**config.mk**
```make
export PLATFORM = sky130hd
export DESIGN_NAME = u_xmit_fifo
export DESIGN_NICKNAME = d
export VERILOG_FILES = /design/src/rtl/u_xmit_fifo.sv
export SDC_FILE = /design/constraint.sdc
export NUM_CORES = 1
export LEC_CHECK = 0
export ABC_AREA = 1
export ABC_CLOCK_PERIOD_IN_PS = 4300
export CAP_MARGIN = 10
export CORE_UTILIZATION = 65
export DETAILED_ROUTE_END_ITERATION = 6
export PLACE_DENSITY = 0.85
export SLEW_MARGIN = 20
export SYNTH_ARGS = -nofsm -noshare
export SYNTH_HDL_FRONTEND = slang
export SYNTH_SLANG_ARGS = --single-unit
```
**constraint.sdc**
```tcl
create_clock -name sys_clk -period 4.3 [get_ports sys_clk]
set_input_delay 0.43 -clock sys_clk [delete_from_list [all_inputs] [get_ports sys_clk]]
set_output_delay 0.43 -clock sys_clk [all_outputs]
set_load 0.02 [all_outputs]
```
**src/rtl/u_xmit_fifo.sv**
```systemverilog
// Transmit byte queue feeding the UART transmitter handshake (xmitH / xmit_doneH).
// Optional queue flush input enabled by defining TXQ_FLUSH_EN.
module u_xmit_fifo #(
  parameter int unsigned DEPTH        = 16,
  parameter int unsigned ADDR_W       = 4,
  parameter int unsigned BUSY_TIMEOUT = 4
) (
  input  logic              sys_clk,
  input  logic              sys_rst_l,
  input  logic [7:0]        wr_dataH,
  input  logic              wr_enH,
  output logic              fullH,
  output logic              emptyH,
  output logic [ADDR_W:0]   countH,
  output logic              xmitH,
  output logic [7:0]        xmit_dataH,
  input  logic              xmit_doneH,
  output logic              ovfH,
  output logic              toutH,
`ifdef TXQ_FLUSH_EN
  input  logic              flushH,
`endif
  input  logic              err_clrH
);

  localparam int unsigned TmoW = $clog2(BUSY_TIMEOUT + 1);
  localparam logic [TmoW-1:0] TmoLast = TmoW'(BUSY_TIMEOUT - 1);

  typedef enum logic [1:0] {StIdle, StLaunch, StWaitBusy, StWaitDone} state_e;

  state_e              state;
  logic [7:0]          mem [DEPTH];
  logic [ADDR_W-1:0]   wr_ptr;
  logic [ADDR_W-1:0]   rd_ptr;
  logic [ADDR_W:0]     count;
  logic [TmoW-1:0]     tmo_cnt;

  logic flush;
  logic pop;
  logic wr_acc;
  logic ovf_set;
  logic tout_set;

`ifdef TXQ_FLUSH_EN
  assign flush = flushH;
`else
  assign flush = 1'b0;
`endif

  assign fullH  = (count == (ADDR_W+1)'(DEPTH));
  assign emptyH = (count == '0);
  assign countH = count;
  assign xmitH  = (state == StLaunch);

  assign pop      = (state == StIdle) && !emptyH && xmit_doneH && !flush;
  // A same-cycle pop frees the slot, so a write to a full queue still lands.
  assign wr_acc   = wr_enH && !flush && (!fullH || pop);
  assign ovf_set  = wr_enH && !flush && fullH && !pop;
  assign tout_set = (state == StWaitBusy) && xmit_doneH && (tmo_cnt == TmoLast);

  always_ff @(posedge sys_clk) begin
    if (wr_acc) begin
      mem[wr_ptr] <= wr_dataH;
    end
  end

  always_ff @(posedge sys_clk) begin
    if (!sys_rst_l) begin
      wr_ptr     <= '0;
      rd_ptr     <= '0;
      count      <= '0;
      state      <= StIdle;
      xmit_dataH <= 8'h00;
      tmo_cnt    <= '0;
      ovfH       <= 1'b0;
      toutH      <= 1'b0;
    end else begin
      if (flush) begin
        wr_ptr <= '0;
        rd_ptr <= '0;
        count  <= '0;
      end else begin
        if (wr_acc) wr_ptr <= wr_ptr + 1'b1;
        if (pop)    rd_ptr <= rd_ptr + 1'b1;
        unique case ({wr_acc, pop})
          2'b10:   count <= count + 1'b1;
          2'b01:   count <= count - 1'b1;
          default: count <= count;
        endcase
      end

      unique case (state)
        StIdle: begin
          if (pop) begin
            xmit_dataH <= mem[rd_ptr];
            state      <= StLaunch;
          end
        end
        StLaunch: begin
          tmo_cnt <= '0;
          state   <= StWaitBusy;
        end
        StWaitBusy: begin
          if (!xmit_doneH) begin
            state <= StWaitDone;
          end else if (tmo_cnt == TmoLast) begin
            state <= StIdle;  // launch lost; byte is dropped, not retried
          end else begin
            tmo_cnt <= tmo_cnt + 1'b1;
          end
        end
        StWaitDone: begin
          if (xmit_doneH) state <= StIdle;
        end
        default: state <= StIdle;
      endcase

      if (ovf_set)       ovfH <= 1'b1;
      else if (err_clrH) ovfH <= 1'b0;

      if (tout_set)      toutH <= 1'b1;
      else if (err_clrH) toutH <= 1'b0;
    end
  end

endmodule
```
==> results by group <==
Yosys
  • Syn avg cell area: 9.79 µm²
  • Post-synthesis sequential area ratio: 62.8%
  • Fraction of registers with async set/reset: 0%
  • Main synth FF type: edfxtp_1
  • EDFF count, synth: 128
  • Synthesized net count: 745
  • Ys Warns: 0
  • Yosys cell types: 39
  • Number of synthesized register bits: 156
  • Mapped cell area: 7010 µm²
  • Post-Syn Instances: 716

Clock network
  • Clock-pin transition on the worst setup and hold timing paths: 0.06 ns
  • CTS H-tree depth: 4
  • Root buffer cell: clkbuf_8
  • Clock sinks: 156
  • Total CTS buffers: 17
  • TritonCTS clock tree: built
  • Setup bufs post-CTS: 0
  • Post-CTS sizing: 0
  • Worst-Skew Late Latency: 0.54 ns
  • CTS max path bufs: 2
  • Hold_buf cts: 0

STA
  • Hold Vio Cnt, Final: 0
  • Min Tclk post-route: 2.88 ns
  • RSZ-0062 raised after global routing: false
  • Setup_tns: 0 ns
  • Clk_skew: 0.0118 ns
  • Worst-margin pin slew: 1.01 ns
  • Max-Slew Margin vs Limit: 32.8%
  • Max Slew Vio Count: 0
  • Final setup viols: 0
  • Fmax achieved: 347 MHz
  • Period utilization: 67.1%

Outcome
  • Failing checks: DRC
  • Status: finished, violations left

Routing
  • Final ANT Viol Nets: 0
  • WL/cell: 17.9 µm
  • Drt first-iter violations: 494
  • DRC: 4
  • DR pass1 iterations: 7
  • Via density: 5.69
  • Vias: 5057
  • WL final: 15900 µm

Placement
  • HPWL after DPL: 10200 µm
  • Gpl congestion: 0.883
  • IO buf count: 30

Final layout
  • Filler instances: 668
  • Area grow syn2layout: 12.8%
  • Layout cell share with drive strength beyond 1: 6.91%
  • N_diodes: 0
  • Most frequent cells in the layout: 198 x nand2_1, 128 x edfxtp_1, 100 x nand3_1
  • Commonest non-fill, non-tap cell in the layout: nand2_1
  • Fin nets: 768

Setup path
  • Crit path capture type: register
  • Critical path peak fanout: 67
  • Critical Path RT: 4.73 ns
  • Crit path launch type: register
  • Worst EP arrival: 3.32 ns
  • Worst setup path category: reg2reg

Hold path
  • Hold Crit Class: reg2reg

Floorplanning
  • Rows: 37
  • Starting Density: 67.6%
  • Io pins: 31
  • Core area: 10400 µm²
  • Chip Height: 106 µm
  • Chip width: 106 µm
  • Die area: 11200 µm²

GRT
  • Largest net degree at the start of global routing: 68
  • Initial antenna violation count: 0
  • Total congestion overflow: 0
  • Vias in the first global route: 4982
  • First-pass GRT wire length: 25100 µm
  • All-Layer GR Usage: 30.6%

Power and ir drop
  • Design Power: 4.78 mW
  • PD cells: 605 nW/µm²
  • Worst IR drop on VDD: 452 µV
  • Leakage: 3.27 nW

Job
  • Max_cap viols: 0
[cells in the mapped netlist, types with 4 or more instances]
cell | count | area, µm²
o21ai_0 | 11 | 55.1
buf_2 | 13 | 65.1
o21ai_1 | 5 | 25.0
inv_1 | 97 | 364
clkbuf_1 | 4 | 15.0
edfxtp_1 | 128 | 3840
nand2_1 | 198 | 743
ha_1 | 15 | 188
a21oi_1 | 17 | 85.1
dfxtp_1 | 28 | 561
nor2_1 | 56 | 210
nand3_1 | 100 | 500
buf_4 | 8 | 60.1
[sequential cells by signal, summed over array words and instances (netlist names)]
register	count
rd_ptr	4
countH	5
tmo_cnt	3
xmit_dataH	8
state	2
ovfH	1
mem	128
toutH	1
wr_ptr	4
[cells by family (layout without fill, tap and decap cells)]
| kind of cell | count (synthesis) | count (layout) | synth area share, % |
|---|---|---|---|
| AND/OR/NAND/NOR | 369 | 369 | 22.5 |
| flip-flops | 156 | 156 | 62.8 |
| buffers and inverters | 132 | 168 | 8.03 |
| AO/OA/AOI/OAI | 40 | 40 | 3.27 |
| adder cells (fa/ha/maj) | 16 | 16 | 2.96 |
| XOR/XNOR | 3 | 3 | 0.375 |
[layer usage]
layer  track usage [%]  part of all wire (%)  vias to the layer above
li1                  -                     -                     2373
met1              38.5                    38                     2374
met2              51.7                    50                      259
met3              5.81                   8.9                       51
met4              13.5                   3.1                        0
met5                 0                     0                        -
[report_power, final]
group          leakage [nW]  total [mW]  switching (mW)  internal (mW)
Combinational          1.61        1.49           0.994          0.497
Sequential             1.39        1.85           0.113           1.74
Clock                 0.282        1.44           0.568          0.868
Total                  3.27        4.78            1.68           3.11
[worst max-delay path, stage by stage (launching register included)]
cell and delay [ns]:
dfxtp_2 0.31, buf_4 0.55, clkinv_2 0.93, nand2_1 0.27, nand2_1 0.10, nand2_1 0.08, nand3_1 0.11, nand3_1 0.19
nand3_1 0.09, nand2_1 0.07, inv_1 0.04
[cell type report]
class	instances	area [µm²]	area share, %
Sequential cell	156	4410	55.7
Multi-Input combinational cell	428	2040	25.8
Clock buffer	21	459	5.81
Inverter	104	398	5.03
Timing Repair Buffer	32	315	3.99
Tap cell	136	170	2.15
Clock inverter	11	116	1.47
[per-stage QoR]
step / cell area, µm² / hold WS (ns) / utilization [%] / std cells / worst slack, ns
6_report: 7910 / 0.474 / 76.3 / 888 / 1.42
4_1_cts: 7910 / 0.477 / 76.2 / 888 / 1.80
2_1_floorplan: 7010 / 0.443 / - / 716 / 2.15
5_1_grt: 7910 / 0.516 / 76.3 / 888 / 1.19
3_5_place_dp: 7330 / 0.469 / 70.7 / 856 / 1.61
3_3_place_gp: 7330 / 0.451 / 70.7 / 856 / 1.75
[path summary, 6_finish.rpt]
kind                                start       endpoint  slack [ns]  cells past startpoint
worst min-delay path                toutH          toutH        0.47                      2
worst max register to register  rd_ptr[0]  xmit_dataH[6]        1.42                     10
worst max-delay path            rd_ptr[0]  xmit_dataH[6]        1.42                     10
worst min register to register      toutH          toutH        0.47                      2
Note: power is estimated with default switching activity, not from simulation.
